==> config.mk <==
export PLATFORM = sky130hd
export DESIGN_NAME = debug_pin_router
export DESIGN_NICKNAME = d
export VERILOG_FILES = /design/src/rtl/debug_pin_router.sv
export SDC_FILE = /design/constraint.sdc
export NUM_CORES = 1
export LEC_CHECK = 0
export ABC_CLOCK_PERIOD_IN_PS = 6500
export BUFFER_PORTS_ARGS = -buffer_cell sky130_fd_sc_hd__clkbuf_2
export CORE_ASPECT_RATIO = 1.75
export CORE_MARGIN = 1.5
export CORE_UTILIZATION = 40
export DETAILED_ROUTE_END_ITERATION = 10
export GPL_ROUTABILITY_DRIVEN = 0
export PLACE_DENSITY = 0.56
export SLEW_MARGIN = 25
export SYNTH_ARGS = -nofsm -noshare
export SYNTH_HDL_FRONTEND = slang
export SYNTH_SLANG_ARGS = --single-unit
==> constraint.sdc <==
create_clock -name clk -period 6.5 [get_ports clk]
set_clock_uncertainty 0.15 [all_clocks]
set_input_delay 1.3 -clock clk [delete_from_list [all_inputs] [get_ports clk]]
set_output_delay 1.3 -clock clk [all_outputs]
set_load 0.02 [all_outputs]
==> src/rtl/debug_pin_router.sv <==
// Routes selectable debug-vector bits to spare pins/LEDs, each pin running one of
// four modes: direct, pulse-stretch, toggle-on-rise or shared heartbeat.
module debug_pin_router #(
   parameter int unsigned NPIN     = 4,
   parameter int unsigned NSIG     = 16,
   parameter int unsigned STRETCH  = 1000000,
   parameter int unsigned HB_W     = 25,
   parameter logic [5:0]  CFG_ADDR = 6'h39
) (
   input  logic            clk,
   input  logic            rst_n,
   input  logic [5:0]      cmd_addr,
   input  logic [31:0]     cmd_data,
   input  logic            cmd_rqst,
   input  logic [NSIG-1:0] dbg_in,
   output logic [NPIN-1:0] pin_out,
   output logic            cfg_err
);

   localparam int unsigned SW = (NSIG > 1) ? $clog2(NSIG) : 1;
   localparam int unsigned CW = $clog2(STRETCH + 1);

   typedef enum logic [1:0] {
      MODE_DIRECT  = 2'd0,
      MODE_STRETCH = 2'd1,
      MODE_TOGGLE  = 2'd2,
      MODE_HEART   = 2'd3
   } mode_e;

   // Reset asserts asynchronously but releases two clocks after rst_n rises.
   logic [1:0] rst_sync_q;
   logic       rst_ni;

   always_ff @(posedge clk or negedge rst_n) begin
      if (!rst_n) rst_sync_q <= '0;
      else        rst_sync_q <= {rst_sync_q[0], 1'b1};
   end

   assign rst_ni = rst_sync_q[1];

   logic [NSIG-1:0] sync1_q, s_q;

   always_ff @(posedge clk or negedge rst_ni) begin
      if (!rst_ni) begin
         sync1_q <= '0;
         s_q     <= '0;
      end else begin
         sync1_q <= dbg_in;
         s_q     <= sync1_q;
      end
   end

   logic          cfg_hit, pin_ok, src_ok, wr_ok;
   logic [7:0]    wr_pin;
   logic [SW-1:0] wr_src;
   mode_e         wr_mode;
   logic          unused_ok;

   assign cfg_hit   = cmd_rqst && (cmd_addr == CFG_ADDR);
   assign pin_ok    = 32'(cmd_data[31:24]) < NPIN;
   assign src_ok    = 32'(cmd_data[7:0]) < NSIG;
   assign wr_ok     = cfg_hit && pin_ok && src_ok;
   assign wr_pin    = cmd_data[31:24];
   assign wr_src    = cmd_data[SW-1:0];
   assign wr_mode   = mode_e'(cmd_data[9:8]);
   assign unused_ok = ^cmd_data[23:10];

   logic cfg_err_q;
   logic [HB_W-1:0] hb_q;

   always_ff @(posedge clk or negedge rst_ni) begin
      if (!rst_ni) begin
         cfg_err_q <= 1'b0;
         hb_q      <= '0;
      end else begin
         cfg_err_q <= cfg_hit && !(pin_ok && src_ok);
         hb_q      <= hb_q + HB_W'(1);
      end
   end

   assign cfg_err = cfg_err_q;

   for (genvar p = 0; p < NPIN; p++) begin : g_pin
      mode_e         mode_q, mode_d;
      logic [SW-1:0] src_q, src_d;
      logic [CW-1:0] cnt_q, cnt_d;
      logic          xprev_q, xprev_d;
      logic          tog_q, tog_d;
      logic          pin_q, pin_d;
      logic          wr_here, x, rise;

      assign wr_here = wr_ok && (wr_pin == 8'(p));

      always_comb begin
         x       = s_q[src_q];
         rise    = x & ~xprev_q;
         mode_d  = mode_q;
         src_d   = src_q;
         xprev_d = x;
         cnt_d   = cnt_q;
         tog_d   = tog_q;
         pin_d   = 1'b0;

         if (mode_q == MODE_STRETCH) begin
            if (rise)               cnt_d = CW'(STRETCH);
            else if (cnt_q != '0)   cnt_d = cnt_q - CW'(1);
         end
         if (mode_q == MODE_TOGGLE && rise) tog_d = ~tog_q;

         unique case (mode_q)
            MODE_DIRECT:  pin_d = x;
            MODE_STRETCH: pin_d = (cnt_q != '0);
            MODE_TOGGLE:  pin_d = tog_q;
            MODE_HEART:   pin_d = hb_q[HB_W-1];
         endcase

         // A write overrides any same-cycle rise and blanks the pin for one cycle.
         if (wr_here) begin
            mode_d  = wr_mode;
            src_d   = wr_src;
            xprev_d = s_q[wr_src];
            cnt_d   = '0;
            tog_d   = 1'b0;
            pin_d   = 1'b0;
         end
      end

      always_ff @(posedge clk or negedge rst_ni) begin
         if (!rst_ni) begin
            mode_q  <= MODE_DIRECT;
            src_q   <= SW'(p % NSIG);
            cnt_q   <= '0;
            xprev_q <= 1'b0;
            tog_q   <= 1'b0;
            pin_q   <= 1'b0;
         end else begin
            mode_q  <= mode_d;
            src_q   <= src_d;
            cnt_q   <= cnt_d;
            xprev_q <= xprev_d;
            tog_q   <= tog_d;
            pin_q   <= pin_d;
         end
      end

      assign pin_out[p] = pin_q;
   end

endmodule
==> metrics, run 1 <==
status finished, final reports clean; CTS tree built; Port Buffers 47; drt via density 5.697; crit path time final 3.901 ns; CP Capture Type flop; Yosys cell types 72; crit share post-route 60.01%; Mapped Area 0.009090 mm2; Clock Latency Late Sink 0.44 ns; count of final hold-check violations 0; CTS Root Cell clkbuf_16; CTS resizes 0; most frequent cells in the layout dfrtp_1, nand2_1, nor2_1, clkbuf_2, o21ai_0; Synth Area in XOR/XNOR 2.698%; switching pwr 714.0 uW; crit-path leading delay family simple AND/OR/NAND/NOR gates; multiplexer area fraction after synthesis 8.176%; post-synth top area share 47.35%; P_int 1854 uW; Area growth, synth to finish 12.43%; Worst-path clk slew 0.07 ns; worst rel slew slack 43.66%; Simple-Gate Fraction of Synth Area 21.91%; gr usage total 18.77%; register area 0.004413 mm2; RSZ-0062 raised after global routing false; switch share 27.80%; CP startpoint kind input pin; CTS Buf Count 17; vias post-DR 7070; combinational group share of total power 10.8%; Max FO, Critical Path 12; first-pass GRT wire length 35040 um; Critical R2R Launch g_pin[1].src_q[0]; maximum vdd drop 0.2344 mV; H-tree Lvls 4; Placed Cells 1207; Pwr per Cell Area 251.3 mW/mm2; final cell count without fillers 1241; First-pass DRT Iterations 4; largest net degree at the start of global routing 73; area of the core 0.02216 mm2; Sum Neg Setup Slack 0 ns; final wirelength 20830 um; post-CTS repair timing setup buffer count 0; CP startpoint cmd_addr[4]; global route overflow 0; largest family of logic cells by synthesized area simple AND/OR/NAND/NOR gates; Clock Path Buffers 2; fraction of layout cells with a size suffix above 1 14.81%; Ys Warns 0; power share of the sequential group 48.0%; CTS Sinks 176; CP cell instances clkbuf_2 -> nand4_1 -> nor4b_1 -> nand4_1 -> o211ai_1 -> clkbuf_2 -> o21ai_0 -> a21o_1; Synth Area in Compound Gates 14.38%; Seq/Total Area, Yosys 48.51%; Area contributors post-synth dfrtp_1, nand2_1, mux4_2, nor2_1, o21ai_0; DRC 0; Hold WC Path Type flop to async pin; Synth Net Count 962; Post-Synth Adder-Cell Area 1.239%; Worst Setup Path Type input pin to flop; Rows 72; slowest cell on the critical path nor4b_1; initial antenna violation count 0; crit path buf inv count 2; ANT cells 0; I/O pin total 62; most common cell after layout, fill and taps aside dfrtp_1; Starting Density 41.02%; worst slew pin tran 0.8333 ns; final worst slack 2.599 ns; Post-synth EDFFs 0; hold buffers post-CTS 0; final slew viol count 0; final setup violating endpoints 0; DIE HEIGHT 202.4 um; number of global-route vias before repair 6983; Die Wd 117.0 um; CP arrival 4.08 ns; slowest cell delay on critical path 0.71 ns; Syn Inst Count 896; Synth area leader dfrtp_1; DP Wirelength 14400 um; DIE AREA 0.02367 mm2; routed len/inst 16.78 um; CP required 6.68 ns; fillers 2188; share of flip-flops with an asynchronous set or reset 100.0%; pre-CTS setup slack 2.055 ns; Antenna Nets Post-Route 0; max frequency 256.4 MHz; Synth Register Bits 176; clock power share 41.2%; predominant post-synthesis flop cell dfrtp_1; Syn Area/Cell 10.15 um2; Multi-input gate area 0.004429 mm2; Total Nets Final 998; leakage 0.004320 uW; Max Cap Viol 0; Iter 0 DRT Violations 450
[cell usage after synthesis, types with 5 or more instances]
cell type	instances
a211oi_1	7
a21o_1	13
a21oi_1	37
a22o_1	5
a22oi_1	5
a311oi_1	12
a31oi_1	8
a41o_1	6
and3_1	9
and4_1	6
buf_2	5
buf_4	6
clkbuf_1	27
dfrtp_1	172
ha_1	9
inv_1	22
mux2_2	14
mux2i_1	12
mux4_2	16
nand2_1	99
nand2b_1	11
nand3_1	37
nand4_1	11
nor2_1	71
nor2b_1	6
nor3_1	36
nor3b_1	7
nor4_1	30
o21ai_0	45
o311ai_0	8
o31ai_1	6
or3_1	15
or4_1	18
xnor2_1	17
xor2_1	11
[through the flow]
step	power (uW)	instance area [um2]	hold slack, ns	utilization (%)
CTS	2595	10180	0.1988	45.95
global placement	1522	9585	0.1826	43.25
global route	2688	10220	0.1260	46.12
detailed placement	1528	9585	0.1847	43.25
finish	2568	10220	0.08903	46.12
floorplan	1440	9090	0.1812	-
[kinds of logic after synthesis]
family / count (synthesis)
buf+inv: 62
fa+ha+maj: 9
mux: 46
simple gates: 383
compound gates: 191
flops: 176
xor+xnor: 28
other cells: 1
[area by class of cell]
class	instances	area share (%)
Multi-Input combinational cell	658	43.34
Timing Repair Buffer	57	3.208
Inverter	22	0.8080
Tap cell	296	3.624
Clock inverter	15	1.677
Sequential cell	176	43.18
Clock buffer	17	4.163
[state kept, by name, indices dropped and copies added, names as in the netlist]
name,cells
g_pin.cnt_q,80
hb_q,25
g_pin.src_q,16
s_q,16
sync1_q,16
g_pin.mode_q,8
g_pin.pin_q,4
g_pin.tog_q,4
g_pin.xprev_q,4
rst_sync_q,2
cfg_err,1
[layer usage]
| layer | part of all wire [%] | vias to the layer above | GRT usage [%] | routed length [um] |
|---|---|---|---|---|
| li1 | - | 3429 | - | - |
| met1 | 42 | 3492 | 23.10 | 8792 |
| met2 | 53 | 129 | 32.75 | 11030 |
| met3 | 3.3 | 20 | 3.328 | 685 |
| met4 | 1.5 | 0 | 6.239 | 319 |
| met5 | 0 | - | 0 | 0 |
[worst paths after layout]
check	end	slack (ns)	cells past startpoint
worst max-delay path	g_pin[3].cnt_q[2]	2.60	8
min in group clk	s_q[12]	0.20	0
worst min-delay path	s_q[6]	0.09	0
worst max register to register	g_pin[1].cnt_q[4]	3.20	6
worst min register to register	s_q[6]	0.09	0
max in group asynchronous	g_pin[2].cnt_q[18]	5.09	1
[power by group through the flow]
stage	Combinational, uW	Sequential (uW)	Clock (uW)
2_1_floorplan	196	1240	0
5_1_grt	314	1240	1130
4_1_cts	272	1240	1080
3_5_place_dp	270	1260	0
6_report	277	1230	1060
3_3_place_gp	265	1260	0
Note: power is estimated with default switching activity, not from simulation.
==> run 2, diff against run 1 <==
Settings changed: ABC_CLOCK_PERIOD_IN_PS 6500 to 3700.
Clock period 6.5 ns to 3.7 ns, I/O delays scaled along.
==> metrics, run 2 (same netlist as run 1, synthesis figures left out) <==
status finished, final reports clean; Clock Path Buffers 2 (unchanged); Total Nets Final 1007 (+0.90%); Worst Setup Path Type flop to flop; area of the core 0.02216 mm2 (unchanged); final setup violating endpoints 0 (unchanged); first-pass GRT wire length 35250 um (+0.61%); routed len/inst 16.64 um (-0.85%); CP arrival 3.37 ns (-0.71 ns); most common cell after layout, fill and taps aside dfrtp_1; initial antenna violation count 0 (unchanged); CTS tree built; Sum Neg Setup Slack 0 ns (unchanged); max frequency 317.5 MHz; Starting Density 41.02% (unchanged); number of global-route vias before repair 7049 (+0.95%); Rows 72 (unchanged); vias post-DR 7027 (-0.61%); maximum vdd drop 0.4862 mV (+110%); CTS Root Cell clkbuf_16; H-tree Lvls 4 (unchanged); Iter 0 DRT Violations 357 (-21%); CP Capture Type flop; reg2reg end g_pin[3].cnt_q[11]; worst-case reg-to-reg path depth 6 (unchanged); Clock Latency Late Sink 0.44 ns (about the same); gr usage total 19.01% (+0.24 points); Die Wd 117.0 um (unchanged); worst hold slack 0.001875 ns (-0.08715 ns); crit share post-route 85.12%; DP Wirelength 14550 um (+1.0%); count of final hold-check violations 0 (unchanged); DIE HEIGHT 202.4 um (unchanged); Hold WC Path Type flop to async pin; crit path time final 3.150 ns; Critical Path Sink g_pin[3].cnt_q[11]; CP required 3.92 ns (-2.76 ns); Max FO, Critical Path 14 (+2); First-pass DRT Iterations 4 (unchanged); fraction of layout cells with a size suffix above 1 15.41% (+0.59 points); Reg2Reg Setup Slack 0.55 ns (-2.65 ns); worst slew pin tran 0.9669 ns (+0.1335 ns); DIE AREA 0.02367 mm2 (unchanged); largest net degree at the start of global routing 107 (+47%); Antenna Nets Post-Route 0 (unchanged); CP startpoint g_pin[3].src_q[0]; final wirelength 20800 um (-0.13%); Pwr per Cell Area 440.3 mW/mm2 (+75%); drt via density 5.622 (-1.3%); max FFs per register 80 (unchanged); Largest Register g_pin.cnt_q; Critical R2R Launch g_pin[3].src_q[0]; Area growth, synth to finish 13.30%; CTS Sinks 176 (unchanged); final slew viol count 0 (unchanged); Final Util 46.47% (+0.36 points); ANT cells 0 (unchanged); slowest cell on the critical path dfstp_2; CTS Buf Count 17 (unchanged); CP cell instances mux4_2 -> mux2_2 -> a22oi_1 -> nand3_1 -> nor4_1 -> a21o_1; Port Buffers 47 (unchanged); I/O pin total 62 (unchanged); global route overflow 0 (unchanged); Max Cap Viol 0 (unchanged); leakage 0.004360 uW (+0.91%); slowest cell delay on critical path 0.58 ns (-0.13 ns); most frequent cells in the layout dfrtp_1, nand2_1, nor2_1, clkbuf_2, o21ai_0; RSZ-0062 raised after global routing false; Worst-path clk slew 0.07 ns (about the same); DRC 0 (unchanged); top flop regs g_pin.cnt_q: 80 flops, hb_q: 25 flops; worst rel slew slack 35.26% (-8.4 points); CP startpoint kind flop
## run 2: changes by cell type in the layout (fill, tap and decap cells not counted), moves of 2 or more
cell,change
inv_8,-2
inv_6,-3
clkinvlp_4,+2
buf_4,+9
## run 2: routing by layer
metal	GRT usage, %	vias to the layer above	part of all wire (%)
met4	6.627	0	1.6
met3	3.628	21	2.8
met5	0	-	0
met1	23.40	3455	43
met2	32.85	108	52
li1	-	3443	-
## run 2: worst min-delay path by stage
stage                  start             to  slack (ns)  depth (start not counted)
3_3_place_gp   rst_sync_q[1]        hb_q[8]       0.006                          0
4_1_cts        rst_sync_q[1]        hb_q[9]        0.01                          0
6_report       rst_sync_q[1]       hb_q[11]       0.002                          0
3_5_place_dp   rst_sync_q[1]        hb_q[8]       0.005                          0
2_1_floorplan  rst_sync_q[0]  rst_sync_q[1]        0.18                          0
5_1_grt        rst_sync_q[1]        hb_q[8]        0.03                          0
## run 2: stage by stage
step / power, uW / instances / worst slack, ns / cell area (um2)
after detailed placement: 2689 / 1217 / 0.4747 / 9673
after global routing: 4755 / 1250 / 0.3446 / 10300
after CTS: 4609 / 1250 / 0.5513 / 10300
after floorplan: 2529 / 896 / 0.6464 / 9091
after global placement: 2673 / 1217 / 0.5031 / 9673
final: 4534 / 1250 / 0.5504 / 10300
## run 2: area by class of cell
cell class,count,area (um2)
well taps,296,370.4
clock buffers,18,439.2
clock inverters,14,176.4
fillers,2125,11860
inverters,22,82.58
flip-flops and latches,176,4413
repair buffers,66,392.9
multi-input cells,658,4424
## run 2: critical path, delay by kind of cell (launching register included)
kind	cells	cell delay [ns]
and+or+nand+nor	2	0.91
muxes	2	0.81
AOI/OAI and AO/OA	2	0.64
DFF	1	0.58
## run 2: where the power goes
| part | switching (uW) | leakage, uW | internal, uW | total [uW] |
|---|---|---|---|---|
| registers | 132 | 0.00210 | 2030 | 2160 |
| clock network | 798 | 0.000298 | 1090 | 1890 |
| logic | 276 | 0.00196 | 207 | 483 |
## run 2: repair_timing
item                                   CTS  global route
endpoints found under the hold margin    2             0
hold buffers                             1             0
setup buffers                            0             0
resized for setup                        0             0
==> run 3, diff against run 2 <==
Settings changed: CELL_PAD_IN_SITES_DETAIL_PLACEMENT set to 0, CELL_PAD_IN_SITES_GLOBAL_PLACEMENT set to 1, PLACE_DENSITY 0.56 to 0.68.
==> metrics, run 3 (same netlist as run 1, synthesis figures left out) <==
Multi-input gate area 0.004424 mm2 (unchanged); Area growth, synth to finish 13.67%; Iter 0 DRT Violations 401 (+12%); Total Nets Final 1011 (+0.40%); Largest Register g_pin.cnt_q; Sum Neg Setup Slack 0 ns (unchanged); number of global-route vias before repair 7229 (+2.6%); initial antenna violation count 0 (unchanged); DIE HEIGHT 202.4 um (unchanged); DP Wirelength 15670 um (+7.7%); crit share post-route 81.22% (-3.9 points); pre-CTS setup slack 0.3611 ns (-0.1136 ns); CTS Root Cell clkbuf_16; CP required 3.93 ns (about the same); count of final hold-check violations 0 (unchanged); CP cell instances mux4_2 -> mux4_2 -> nand2b_1 -> nand3_1 -> or3_1 -> nand3_1; most common cell after layout, fill and taps aside dfrtp_1; Hold WC Path Type flop to async pin; CTS Buf Count 17 (unchanged); routed len/inst 17.31 um (+4.0%); Worst Setup Path Type flop to flop; worst rel slew slack 48.46% (+13 points); max FFs per register 80 (unchanged); final setup violating endpoints 0 (unchanged); Die Wd 117.0 um (unchanged); CP Capture Type flop; DIE AREA 0.02367 mm2 (unchanged); Final Util 46.62% (+0.15 points); vias post-DR 7102 (+1.1%); Pwr Total 4493 uW (-0.91%); Clock Latency Late Sink 0.45 ns (about the same); area of the core 0.02216 mm2 (unchanged); ANT cells 0 (unchanged); hold buffers post-CTS 1 (unchanged); largest net degree at the start of global routing 71 (-34%); drt via density 5.663 (+0.74%); top flop regs g_pin.cnt_q: 80 flops, hb_q: 25 flops; Antenna Nets Post-Route 0 (unchanged); RSZ-0062 raised after global routing false; First-pass DRT Iterations 5 (+1); fillers 2141 (+0.75%); most frequent cells in the layout dfrtp_1, nand2_1, nor2_1, clkbuf_2, o21ai_0; final worst slack 0.6950 ns (+0.1446 ns); Clock Path Buffers 2 (unchanged); max frequency 332.8 MHz (+4.8%); crit path time final 3.005 ns (-0.1446 ns); DRC 0 (unchanged); Port Buffers 47 (unchanged); CTS tree built; gr usage total 19.90% (+0.89 points); fraction of layout cells with a size suffix above 1 15.76% (+0.35 points); worst slew pin tran 0.7623 ns (-0.2045 ns); CTS Sinks 176 (unchanged); CTS resizes 0 (unchanged); Reg2Reg Setup Slack 0.70 ns (+0.14 ns); register area 0.004413 mm2 (unchanged); H-tree Lvls 4 (unchanged); Pwr per Cell Area 434.8 mW/mm2 (-1.2%); crit path buf inv count 0 (unchanged); final slew viol count 0 (unchanged); maximum vdd drop 0.2891 mV (-41%); first-pass GRT wire length 36830 um (+4.5%); Max Cap Viol 0 (unchanged); CP arrival 3.23 ns (-0.14 ns); crit-path leading delay family simple AND/OR/NAND/NOR gates; Starting Density 41.02% (unchanged); slowest cell on the critical path dfstp_2; Rows 72 (unchanged); Worst-path clk slew 0.07 ns (about the same); CP startpoint kind flop; slowest cell delay on critical path 0.62 ns (+0.04 ns); Max FO, Critical Path 8 (-6); leakage 0.004385 uW (+0.59%); status finished, final reports clean; I/O pin total 62 (unchanged); post-CTS repair timing setup buffer count 0 (unchanged); global route overflow 0 (unchanged); final wirelength 21710 um (+4.4%)
-- run 3: final timing paths --
kind | cells past startpoint | to | start
worst max-delay path | 6 | g_pin[1].cnt_q[4] | g_pin[1].src_q[0]
worst min-delay path | 0 | hb_q[9] | rst_sync_q[1]
worst max register to register | 6 | g_pin[1].cnt_q[4] | g_pin[1].src_q[0]
worst min register to register | 0 | hb_q[9] | rst_sync_q[1]
max in group asynchronous | 2 | g_pin[3].src_q[0] | rst_sync_q[1]
min in group clk | 0 | s_q[6] | sync1_q[6]
-- run 3: cell type report --
class                      instances  share of cell area, %
inverter                          22                 0.7992
timing repair buffer              70                  4.287
sequential                       176                  42.71
clock buffer                      17                  4.117
tap                              296                  3.584
clock inverter                    15                  1.683
multi-input combinational        658                  42.82
-- run 3: metal layers --
layer / track usage [%] / routed length (um) / vias up
li1: - / - / 3446
met1: 23.16 / 8952 / 3511
met2: 35.80 / 11750 / 114
met3: 3.988 / 563 / 31
met5: 0 / 0 / -
met4: 6.670 / 441 / 0
-- run 3: report_power, final --
group / internal, uW / total, uW / switching (uW)
combinational: 219 / 503 / 284
sequential: 2030 / 2160 / 135
clock: 966 / 1830 / 860
total: 3210 / 4490 / 1280
-- run 3: stage by stage --
| step | hold WS, ns | cells | area, um2 |
|---|---|---|---|
| floorplan | 0.1811 | 896 | 9091 |
| global placement | 0.1834 | 1219 | 9688 |
| detailed placement | 0.1847 | 1219 | 9688 |
| CTS | 0.2014 | 1252 | 10300 |
| global route | 0.1010 | 1254 | 10330 |
| finish | 0.06783 | 1254 | 10330 |
